===== config.mk =====
export PLATFORM = sky130hd
export DESIGN_NAME = if_id_hazard_stage
export DESIGN_NICKNAME = d
export VERILOG_FILES = /design/src/rtl/if_id_hazard_stage_pkg.sv /design/src/rtl/if_id_hazard_stage_hazard_detect.sv /design/src/rtl/if_id_hazard_stage.sv
export SDC_FILE = /design/constraint.sdc
export NUM_CORES = 1
export LEC_CHECK = 0
export BUFFER_PORTS_ARGS = -buffer_cell sky130_fd_sc_hd__buf_2
export CORE_UTILIZATION = 50
export DETAILED_ROUTE_END_ITERATION = 16
export GPL_TIMING_DRIVEN = 0
export PLACE_DENSITY = 0.81
export SLEW_MARGIN = 20
export SYNTH_ARGS = -nofsm -noshare
export SYNTH_HDL_FRONTEND = slang
export SYNTH_SLANG_ARGS = --single-unit

===== constraint.sdc =====
create_clock -name clk -period 3.9 [get_ports clk]
set_input_delay 0.78 -clock clk [delete_from_list [all_inputs] [get_ports clk]]
set_output_delay 0.78 -clock clk [all_outputs]
set_load 0.02 [all_outputs]

===== src/rtl/if_id_hazard_stage_pkg.sv =====
// Shared definitions for the IF/ID stage and its hazard detector.
// Holds the decoder control encodings (branch class, jump class, register
// write-back source), the NOP instruction word, the bundle describing an
// in-flight producer in EX or MEM, and a source/destination match helper.
package if_id_hazard_stage_pkg;

    // Branch class from the decoder; anything other than BRANCH_NONE
    // compares its operands in ID.
    localparam logic [1:0] BRANCH_NONE = 2'b00;
    localparam logic [1:0] BRANCH_BEQ  = 2'b01;
    localparam logic [1:0] BRANCH_BNE  = 2'b10;

    // Jump class; only JUMP_REG (jr/jalr) reads a register in ID.
    localparam logic [1:0] JUMP_NONE   = 2'b00;
    localparam logic [1:0] JUMP_J      = 2'b01;
    localparam logic [1:0] JUMP_REG    = 2'b10;

    // Write-back source of a producing instruction.
    localparam logic [1:0] REGSRC_ALU     = 2'b00;
    localparam logic [1:0] REGSRC_DMEM    = 2'b01;
    localparam logic [1:0] REGSRC_PCPLUS4 = 2'b10;

    localparam logic [31:0] NOP_INSTR = 32'h0000_0000;

    // Register-writing instruction sitting in a later pipeline stage.
    typedef struct packed {
        logic       reg_write;
        logic [1:0] reg_src;
        logic [4:0] write_reg;
    } producer_t;

    // A used, non-$0 source that names the producer's destination.
    function automatic logic src_match(input logic       use_src,
                                       input logic [4:0] src,
                                       input logic [4:0] dst);
        return use_src && (src != 5'd0) && (src == dst);
    endfunction

endpackage


===== src/rtl/if_id_hazard_stage_hazard_detect.sv =====
// Combinational hazard detector for the instruction in ID.
// Ports:
//   id_valid          - ID holds a real instruction
//   id_rs, id_rt      - source register fields of the ID instruction
//   use_rs, use_rt    - decoder flags: the source is actually read
//   id_branch/id_jump - decoder branch and jump classes
//   ex_prod, mem_prod - producers currently in EX and MEM
//   stall             - hazard the ID forwarding network cannot cover
module if_id_hazard_stage_hazard_detect
    import if_id_hazard_stage_pkg::*;
(
    input  logic       id_valid,
    input  logic [4:0] id_rs,
    input  logic [4:0] id_rt,
    input  logic       use_rs,
    input  logic       use_rt,
    input  logic [1:0] id_branch,
    input  logic [1:0] id_jump,
    input  producer_t  ex_prod,
    input  producer_t  mem_prod,
    output logic       stall
);

    logic use_at_id;
    logic ex_hit;
    logic mem_hit;
    logic ex_load;
    logic ex_value;
    logic mem_load;

    // A load result is only available after MEM, so any EX-stage load
    // consumer waits; operands compared in ID additionally cannot take an
    // ALU result still in EX or a load result still in MEM. PC+4 producers
    // have their value early and are always forwarded.
    always_comb begin
        use_at_id = (id_branch != BRANCH_NONE) || (id_jump == JUMP_REG);

        ex_hit  = src_match(use_rs, id_rs, ex_prod.write_reg)
               || src_match(use_rt, id_rt, ex_prod.write_reg);
        mem_hit = src_match(use_rs, id_rs, mem_prod.write_reg)
               || src_match(use_rt, id_rt, mem_prod.write_reg);

        ex_load  = ex_prod.reg_write && (ex_prod.reg_src == REGSRC_DMEM);
        ex_value = ex_prod.reg_write && ((ex_prod.reg_src == REGSRC_ALU)
                                      || (ex_prod.reg_src == REGSRC_DMEM));
        mem_load = mem_prod.reg_write && (mem_prod.reg_src == REGSRC_DMEM);

        stall = id_valid && ((ex_load && ex_hit)
                          || (use_at_id && ex_value && ex_hit)
                          || (use_at_id && mem_load && mem_hit));
    end

endmodule


===== src/rtl/if_id_hazard_stage.sv =====
// IF/ID pipeline register with hazard stall, branch squash, performance
// counters and a consecutive-stall watchdog.
// Ports:
//   clk, rstn                 - clock, asynchronous active-low reset
//   IF_PC, IF_instr           - fetched PC and instruction
//   ID_useRs/Rt, ID_Branch,
//   ID_Jump, ID_redirect      - decoder information for the ID instruction
//   EX_*, MEM_*               - producers in EX and MEM
//   ID_PC, ID_instr, ID_valid - IF/ID register contents
//   ID_rs, ID_rt              - source fields of ID_instr
//   PC_write, EX_bubble       - PC enable and ID/EX NOP insertion
//   redirect_ok               - redirect qualified by the absence of a stall
//   stall_cnt, flush_cnt      - saturating stall / squash counters
//   hazard_err                - sticky: stall run longer than MAX_STALL
module if_id_hazard_stage
    import if_id_hazard_stage_pkg::*;
#(
    parameter int CNT_W     = 32,
    parameter int MAX_STALL = 2
)
(
    input  logic             clk,
    input  logic             rstn,
    input  logic [31:0]      IF_PC,
    input  logic [31:0]      IF_instr,
    input  logic             ID_useRs,
    input  logic             ID_useRt,
    input  logic [1:0]       ID_Branch,
    input  logic [1:0]       ID_Jump,
    input  logic             ID_redirect,
    input  logic             EX_RegWrite,
    input  logic [1:0]       EX_RegSrc,
    input  logic [4:0]       EX_WriteReg,
    input  logic             MEM_RegWrite,
    input  logic [1:0]       MEM_RegSrc,
    input  logic [4:0]       MEM_WriteReg,
    output logic [31:0]      ID_PC,
    output logic [31:0]      ID_instr,
    output logic             ID_valid,
    output logic [4:0]       ID_rs,
    output logic [4:0]       ID_rt,
    output logic             PC_write,
    output logic             EX_bubble,
    output logic             redirect_ok,
    output logic [CNT_W-1:0] stall_cnt,
    output logic [CNT_W-1:0] flush_cnt,
    output logic             hazard_err
);

    // The run counter only needs to reach MAX_STALL+1 and then sits there.
    localparam int CONSEC_W = $clog2(MAX_STALL + 2);
    localparam logic [CONSEC_W-1:0] CONSEC_SAT = CONSEC_W'(MAX_STALL + 1);
    localparam logic [CONSEC_W-1:0] CONSEC_LIM = CONSEC_W'(MAX_STALL);
    localparam logic [CNT_W-1:0]    CNT_SAT    = '1;

    logic [31:0]         pc_q, pc_d;
    logic [31:0]         instr_q, instr_d;
    logic                valid_q, valid_d;
    logic [CNT_W-1:0]    stall_cnt_q, stall_cnt_d;
    logic [CNT_W-1:0]    flush_cnt_q, flush_cnt_d;
    logic [CONSEC_W-1:0] consec_q, consec_d;
    logic                err_q, err_d;

    logic      stall;
    logic      flush;
    producer_t ex_prod;
    producer_t mem_prod;

    assign ex_prod  = {EX_RegWrite, EX_RegSrc, EX_WriteReg};
    assign mem_prod = {MEM_RegWrite, MEM_RegSrc, MEM_WriteReg};

    if_id_hazard_stage_hazard_detect u_hazard_detect (
        .id_valid  (valid_q),
        .id_rs     (instr_q[25:21]),
        .id_rt     (instr_q[20:16]),
        .use_rs    (ID_useRs),
        .use_rt    (ID_useRt),
        .id_branch (ID_Branch),
        .id_jump   (ID_Jump),
        .ex_prod   (ex_prod),
        .mem_prod  (mem_prod),
        .stall     (stall)
    );

    // A redirect is ignored while stalled: the branch operands are not final.
    assign flush = ID_redirect && !stall;

    // Stall holds the register, a squash keeps the redirect target PC but
    // turns the slot into an invalid NOP, otherwise fetch advances.
    always_comb begin
        pc_d    = pc_q;
        instr_d = instr_q;
        valid_d = valid_q;
        if (!stall) begin
            pc_d = IF_PC;
            if (flush) begin
                instr_d = NOP_INSTR;
                valid_d = 1'b0;
            end else begin
                instr_d = IF_instr;
                valid_d = 1'b1;
            end
        end
    end

    // Saturating event counters and the consecutive-stall watchdog; the
    // error fires on the stall cycle that would make the run exceed the limit.
    always_comb begin
        stall_cnt_d = stall_cnt_q;
        flush_cnt_d = flush_cnt_q;
        consec_d    = '0;
        err_d       = err_q;
        if (stall && (stall_cnt_q != CNT_SAT)) begin
            stall_cnt_d = stall_cnt_q + CNT_W'(1);
        end
        if (flush && (flush_cnt_q != CNT_SAT)) begin
            flush_cnt_d = flush_cnt_q + CNT_W'(1);
        end
        if (stall) begin
            consec_d = (consec_q == CONSEC_SAT) ? consec_q : consec_q + CONSEC_W'(1);
            if (consec_q >= CONSEC_LIM) begin
                err_d = 1'b1;
            end
        end
    end

    always_ff @(posedge clk or negedge rstn) begin
        if (!rstn) begin
            pc_q        <= '0;
            instr_q     <= NOP_INSTR;
            valid_q     <= 1'b0;
            stall_cnt_q <= '0;
            flush_cnt_q <= '0;
            consec_q    <= '0;
            err_q       <= 1'b0;
        end else begin
            pc_q        <= pc_d;
            instr_q     <= instr_d;
            valid_q     <= valid_d;
            stall_cnt_q <= stall_cnt_d;
            flush_cnt_q <= flush_cnt_d;
            consec_q    <= consec_d;
            err_q       <= err_d;
        end
    end

    assign ID_PC       = pc_q;
    assign ID_instr    = instr_q;
    assign ID_valid    = valid_q;
    assign ID_rs       = instr_q[25:21];
    assign ID_rt       = instr_q[20:16];
    assign PC_write    = !stall;
    assign EX_bubble   = stall;
    assign redirect_ok = flush;
    assign stall_cnt   = stall_cnt_q;
    assign flush_cnt   = flush_cnt_q;
    assign hazard_err  = err_q;

endmodule


Word-level counts from Yosys, hierarchy flattened
Index checks and enable logic that the tools add are counted.
Widths: inputs -> output; s select.
{"block": "totals", "mem_bits_ro": 0, "input_bits": 89, "ff_bits": 132, "word_cells": 56, "output_inout_bits": 143, "ramBits": 0, "latchBits": 0, "memories": 0}
{"block": "classes", "reduce_logical": 30, "n_mul": 0, "shift": 0, "n_mux": 4, "bitwise": 0, "eq_ne": 11, "addsub": 3, "n_lt_le_gt_ge": 1, "n_div": 0}
{"cell": "$add 32x1->32 const B", "count": 2}
{"cell": "$ne 32x32->1 const B", "count": 2}
{"cell": "$mux 32", "count": 1}
{"cell": "$eq 5x5->1", "count": 4}
{"cell": "$logic_and 1x1->1", "count": 18}
{"cell": "$reduce_bool 5->1", "count": 2}
{"cell": "$logic_or 1x1->1", "count": 6}
{"cell": "$eq 2x1->1 const B", "count": 2}
{"cell": "$eq 2x2->1 const B", "count": 2}
{"cell": "$mux 2", "count": 2}
{"cell": "$add 2x1->2 const B", "count": 1}
{"cell": "$ge 2x2->1 const B", "count": 1}
{"cell": "$logic_not 2->1", "count": 1}
{"cell": "$ne 2x2->1 const B", "count": 1}
{"cell": "$reduce_and 2->1", "count": 1}
{"cell": "$reduce_bool 2->1", "count": 1}
{"cell": "$logic_not 1->1", "count": 1}
{"cell": "$mux 1", "count": 1}

Depth between registers and ports, before layout
{"block": "logic_depth", "depth_word": 11, "depth_mapped": 9, "depth_no_buf": 7}

By module
From an unflattened synthesis, not the netlist that was laid out.
{"block": "hier_totals", "cells_unflattened": 495, "area_unflattened_um2": 5921.9}
{"mod": "if_id_hazard_stage", "seq_area_each_um2": 3303.2, "instances": 1, "cells_each": 454, "area_each_um2": 5622.9}
{"mod": "if_id_hazard_stage_hazard_detect", "seq_area_each_um2": 0.0, "instances": 1, "cells_each": 41, "area_each_um2": 299.0}

Worst setup path before layout
No wires, ideal clock.
{"block": "synth_path", "path_kind": "input-to-output", "from": "input ID_Jump[1]", "to": "output redirect_ok", "cell_stages": 8, "arrival_time_ns": 2.791, "path_slack_ns": 0.329, "t_required_ns": 3.120, "n_path_buf": 2, "path_cell_list": "nor2b_1 o41ai_1 nor3_1 nor4_4 clkbuf_1 buf_1 nand2_1 inv_1"}
{"block": "synth_between", "elab_chain_len": 9, "word_cells_on_any_way": 11, "cone_classes": "1 x eq/ne; 10 x reduce/logical"}
{"item": "start, declared", "line": "if_id_hazard_stage.sv:29", "source": "input logic [1:0] ID_Jump,"}
{"item": "$eq 2x2->1 (*)", "line": "if_id_hazard_stage_hazard_detect.sv:36", "source": "use_at_id = (id_branch != BRANCH_NONE) || (id_jump == JUMP_REG);"}
{"item": "$logic_or 1x1->1 (*)", "line": "if_id_hazard_stage_hazard_detect.sv:36"}
{"item": "$logic_and 1x1->1 (2 in series)", "line": "if_id_hazard_stage_hazard_detect.sv:49", "source": "|| (use_at_id && ex_value && ex_hit)"}
{"item": "$logic_or 1x1->1", "line": "if_id_hazard_stage_hazard_detect.sv:49"}
{"item": "$logic_or 1x1->1 (*)", "line": "if_id_hazard_stage_hazard_detect.sv:50", "source": "|| (use_at_id && mem_load && mem_hit));"}
{"item": "$logic_and 1x1->1 (*)", "line": "if_id_hazard_stage_hazard_detect.sv:48", "source": "stall = id_valid && ((ex_load && ex_hit)"}
{"item": "$logic_not 1->1 (*)"}
{"item": "named net PC_write", "line": "if_id_hazard_stage.sv:42", "source": "output logic PC_write,"}
{"item": "$logic_and 1x1->1 (*)", "line": "if_id_hazard_stage.sv:86", "source": "assign flush = ID_redirect && !stall;"}
{"item": "end, declared", "line": "if_id_hazard_stage.sv:44", "source": "output logic redirect_ok,"}
The timed path passes the listed nets; every way through them passes the cells marked *.

Final worst setup path
{"block": "layout_path", "from": "register instr_q[16], in the netlist ID_instr[16]", "to": "output redirect_ok"}
{"block": "layout_between", "elab_chain_len": 10, "word_cells_on_any_way": 16, "cone_classes": "2 x eq/ne; 14 x reduce/logical"}
{"item": "start, declared", "line": "if_id_hazard_stage.sv:57", "source": "logic [31:0] instr_q, instr_d;"}
{"item": "start signal, assigned", "line": "if_id_hazard_stage.sv:138", "source": "instr_q <= instr_d;"}
{"item": "$reduce_bool 5->1", "line": "if_id_hazard_stage_pkg.sv:36", "source": "return use_src && (src != 5'd0) && (src == dst);"}
{"item": "$logic_and 1x1->1 (2 in series)", "line": "if_id_hazard_stage_pkg.sv:36"}
{"item": "$logic_or 1x1->1", "line": "if_id_hazard_stage_hazard_detect.sv:39", "source": "|| src_match(use_rt, id_rt, ex_prod.write_reg);"}
{"item": "$logic_and 1x1->1, on equally long branches", "line": "if_id_hazard_stage_hazard_detect.sv:48, if_id_hazard_stage_hazard_detect.sv:49"}
{"item": "$logic_or 1x1->1", "line": "if_id_hazard_stage_hazard_detect.sv:49"}
{"item": "$logic_or 1x1->1 (*)", "line": "if_id_hazard_stage_hazard_detect.sv:50"}
{"item": "$logic_and 1x1->1 (*)", "line": "if_id_hazard_stage_hazard_detect.sv:48"}
{"item": "$logic_not 1->1 (*)", "line": "if_id_hazard_stage.sv:86"}
{"item": "$logic_and 1x1->1 (*)", "line": "if_id_hazard_stage.sv:86"}
Mark *: on every way between the ends. The rest lies on a longest branch, timed or not.

==> metrics.md <==
| Metric | Value |
|---|---|
| Sequential area share after synthesis | `52.3%` |
| Gate Count Post-Synth | `590` |
| Cts bufs inserted | `17` |
| Synthesized area per cell | `10.7 sq um` |
| Synth Cell Area | `between 6000 and 7000 sq um` |
| Site Rows | `40` |
| Iteration-0 DRC count of the detailed router | `215` |
| Synth Area in XOR/XNOR | `a little over a tenth` |
| Fin crit share | `93.3%` |
| Core Area | `around 12,000 sq um` |
| DRC Markers | `0` |
| Power, Total | `3800 uW` |
| #FFs+latches synth | `132` |
| Pre-CTS setup slack | `-616 ps` |
| Vias per std cell | `about 5.3` |
| Die width | `114 um` |
| Mapped Nets | `683` |
| Vias in the first global route | `5,316` |
| Antenna fix cells | `0` |
| DIE AREA | `13,100 sq um` |
| Simple-gate share of the synthesized area | `20.7%` |
| Required time worst endpoint | `roughly 3100 ps` |
| MaxCap Viol Count | `0` |
| Core Util, Final | `between 60% and 70%` |
| Fraction of registers with async set or reset after synthesis | `100%` |
| Post-Synth Adder-Cell Area | `0.793%` |
| Clock buffer depth | `2` |
| Setup crit end | `redirect_ok` |
| Flop2flop setup slack | `roughly 480 ps` |
| PwrDens | `452 nW/um^2` |
| Setup-failing EPs final | `0` |
| R2R depth | `10` |
| Peak VDD IR | `0.000333 V` |
| Gpl congestion | `0.816` |
| Final hold violations | `0` |
| Worst r2r src | `ID_instr[16]$_DFFE_PN0N_` |
| Starting Density | `51.9%` |
| Multiplexer share of the synthesized area | `6.78%` |
| Worst Setup End Kind | `primary output` |
| First-pass GRT wire length | `26,600 um` |
| Synth top area cells | `dfrtp_1, mux2_2, xor2_1` |
| Post-synth EDFFs | `0` |
| Die Span Y | `114 um` |
| Layout Nets | `around 930` |
| GRT Overall Usage | `26.7%` |
| Worst Max-Slew Pin Slew | `around 660 ps` |
| Antenna-violating nets left | `0` |
| Worst-path maximum fanout | `19` |
| CTS tree | `built` |
| Worst EP arrival | `2860 ps` |
| Worst setup margin | `259 ps` |
| Clock sink total | `about 130` |
| Startpoint types | `flip-flop` |
| RSZ-0062 raised after global routing | `no` |
| IO Count | `between 200 and 250` |
| Antenna violations before repair | `0` |
| Kind of critical path | `flip-flop to primary output` |
| Post-synthesis cell type count | `38` |
| Post-synth top area share | `52.3%` |
| IO buf count | `231` |
| DR WL/cell | `~16 um` |
| Slew margin rel. | `55.9%` |
| Finished Layout Cells | `1,021` |
| Synth Warn # | `0` |
| Clock Latency Late Sink | `roughly 420 ps` |
| Status | `completed` |
| Max H-tree Level | `4` |
| Area growth syn-to-layout | `33.2%` |
| Crit. Startpoint | `ID_instr[16]$_DFFE_PN0N_` |
| Initial DRT Pass Iterations | `4` |
| Top post-synthesis cells by count | `dfrtp_1, xor2_1, xnor2_1` |
| R2R Path End | `flush_cnt[23]$_DFFE_PN0P_` |
| Hold WC Path Type | `input port to async pin` |
| Slew Limit Fails | `0` |
| Placed insts | `990` |
| Fraction of the mapped netlist area in compound gates | `3.37%` |
| Yosys top cell by area | `dfrtp_1` |
| Leak Pwr | `0.00427 uW` |
| Post-DP HPWL | `approximately 12,000 um` |
| Detailed-route wire length | `16,500 um` |
| Layout cells sized above 1 | `around 37%` |
| Most used DFF post-synth | `dfrtp_1` |
| Root buffer cell | `clkbuf_16` |
| Cell with the most instances after synthesis | `dfrtp_1` |
| Largest family of logic cells by synthesized area | `simple AND/OR/NAND/NOR gates` |
| GRT Residual Overflow | `0` |
| Final Critical Period | `3640 ps` |
| Fmax | `about 270 MHz` |
| Vias | `5,393` |
| Clk slew on worst S/H paths | `60 ps` |
| Clk_skew | `8.07 ps` |
| Pin count of the biggest net entering global routing | `69` |
how the worst min path moves through the flow:
| stage | from | to | slack [ps] | cells after the start |
|---|---|---|---|---|
| after floorplan | rstn | ID_PC[0]$_DFFE_PN0N_ | 480 | 0 |
| after global placement | hazard_err$_DFFE_PN0P_ | hazard_err$_DFFE_PN0P_ | 450 | 1 |
| after detailed placement | hazard_err$_DFFE_PN0P_ | hazard_err$_DFFE_PN0P_ | 460 | 1 |
| after CTS | rstn | ID_PC[10]$_DFFE_PN0N_ | 310 | 1 |
| after global routing | rstn | ID_PC[10]$_DFFE_PN0N_ | 330 | 1 |
| final | rstn | ID_PC[10]$_DFFE_PN0N_ | 290 | 1 |
sequential cells by signal, summed over array words and instances, names as in the netlist:
signal      count
ID_valid        1
ID_instr       32
hazard_err      1
consec_q        2
flush_cnt      32
ID_PC          32
stall_cnt      32
routing by layer:
| metal | wire length [um] | vias up | GRT usage [%] | share of wire [%] |
|---|---|---|---|---|
| li1 | - | 2553 | - | - |
| met1 | 6780 | 2565 | 32.2 | 41 |
| met2 | 7890 | 242 | 44.4 | 48 |
| met3 | 1420 | 33 | 8.89 | 8.6 |
| met4 | 398 | 0 | 9.96 | 2.4 |
| met5 | 0 | - | 0 | 0 |
area by class of cell:
type                    instances  area [sq um]
fillers                      1009          3750
flip-flops and latches        132          3300
multi-input cells             382          2700
repair buffers                234          1210
clock buffers                  23           478
well taps                     168           210
clock inverters                 9           198
plain buffers                  36           178
inverters                      37           139
what timing repair did:
| item | in CTS | in global routing |
|---|---|---|
| hold buffers | 0 | 0 |
| endpoints found under the hold margin | 0 | 0 |
| endpoints found under the setup margin | 3 | 1 |
| setup buffers | 2 | 0 |
| gates resized for setup | 2 | 2 |
| pin swaps | 1 | 0 |
per-stage QoR:
step	setup TNS [ps]	hold WS, ps	instance area (sq um)
final	0	288	8410
after global routing	0	327	8410
after CTS	0	309	8410
after detailed placement	-1520	459	7720
after global placement	-1570	455	7680
after floorplan	0	484	6310
placed cells by master, fill, tap and decap left out, types with 3 or more instances in the layout:
cell type,n
nand2_1,30
nor2_1,21
dfrtp_1,132
or3_1,5
buf_4,12
xor2_1,40
nand4_1,23
clkbuf_16,17
nand3b_1,32
clkbuf_1,25
nand3_1,30
mux2_2,38
or4_1,8
o21ai_0,35
clkbuf_8,3
nor3_1,18
and4_1,9
bufinv_16,6
buf_2,231
and3_1,9
ha_1,4
inv_1,36
and2_1,3
nor4_1,20
xnor2_1,39
worst max-delay path, stage by stage, from the launching register on:
cell      delay [ps]
dfrtp_1          450
or4_1            530
o21ai_0          230
nor4_1           130
nor4_4           420
clkbuf_4         360
nand2_1          100
inv_1             70
buf_2            150
cells by family after synthesis:
group,after synthesis
AOI/OAI and AO/OA,40
xor gates and xnor gates,79
and+or+nand+nor,221
DFF,132
buffers and inverters,76
muxes,38
adders and majority gates,4
where the power goes:
part	total, uW	leakage, uW	switching [uW]	internal (uW)
registers	1530	0.00172	81.2	1450
logic	447	0.00223	258	188
clock network	1830	0.000327	583	1250
Power figures use the tool's default switching activity.
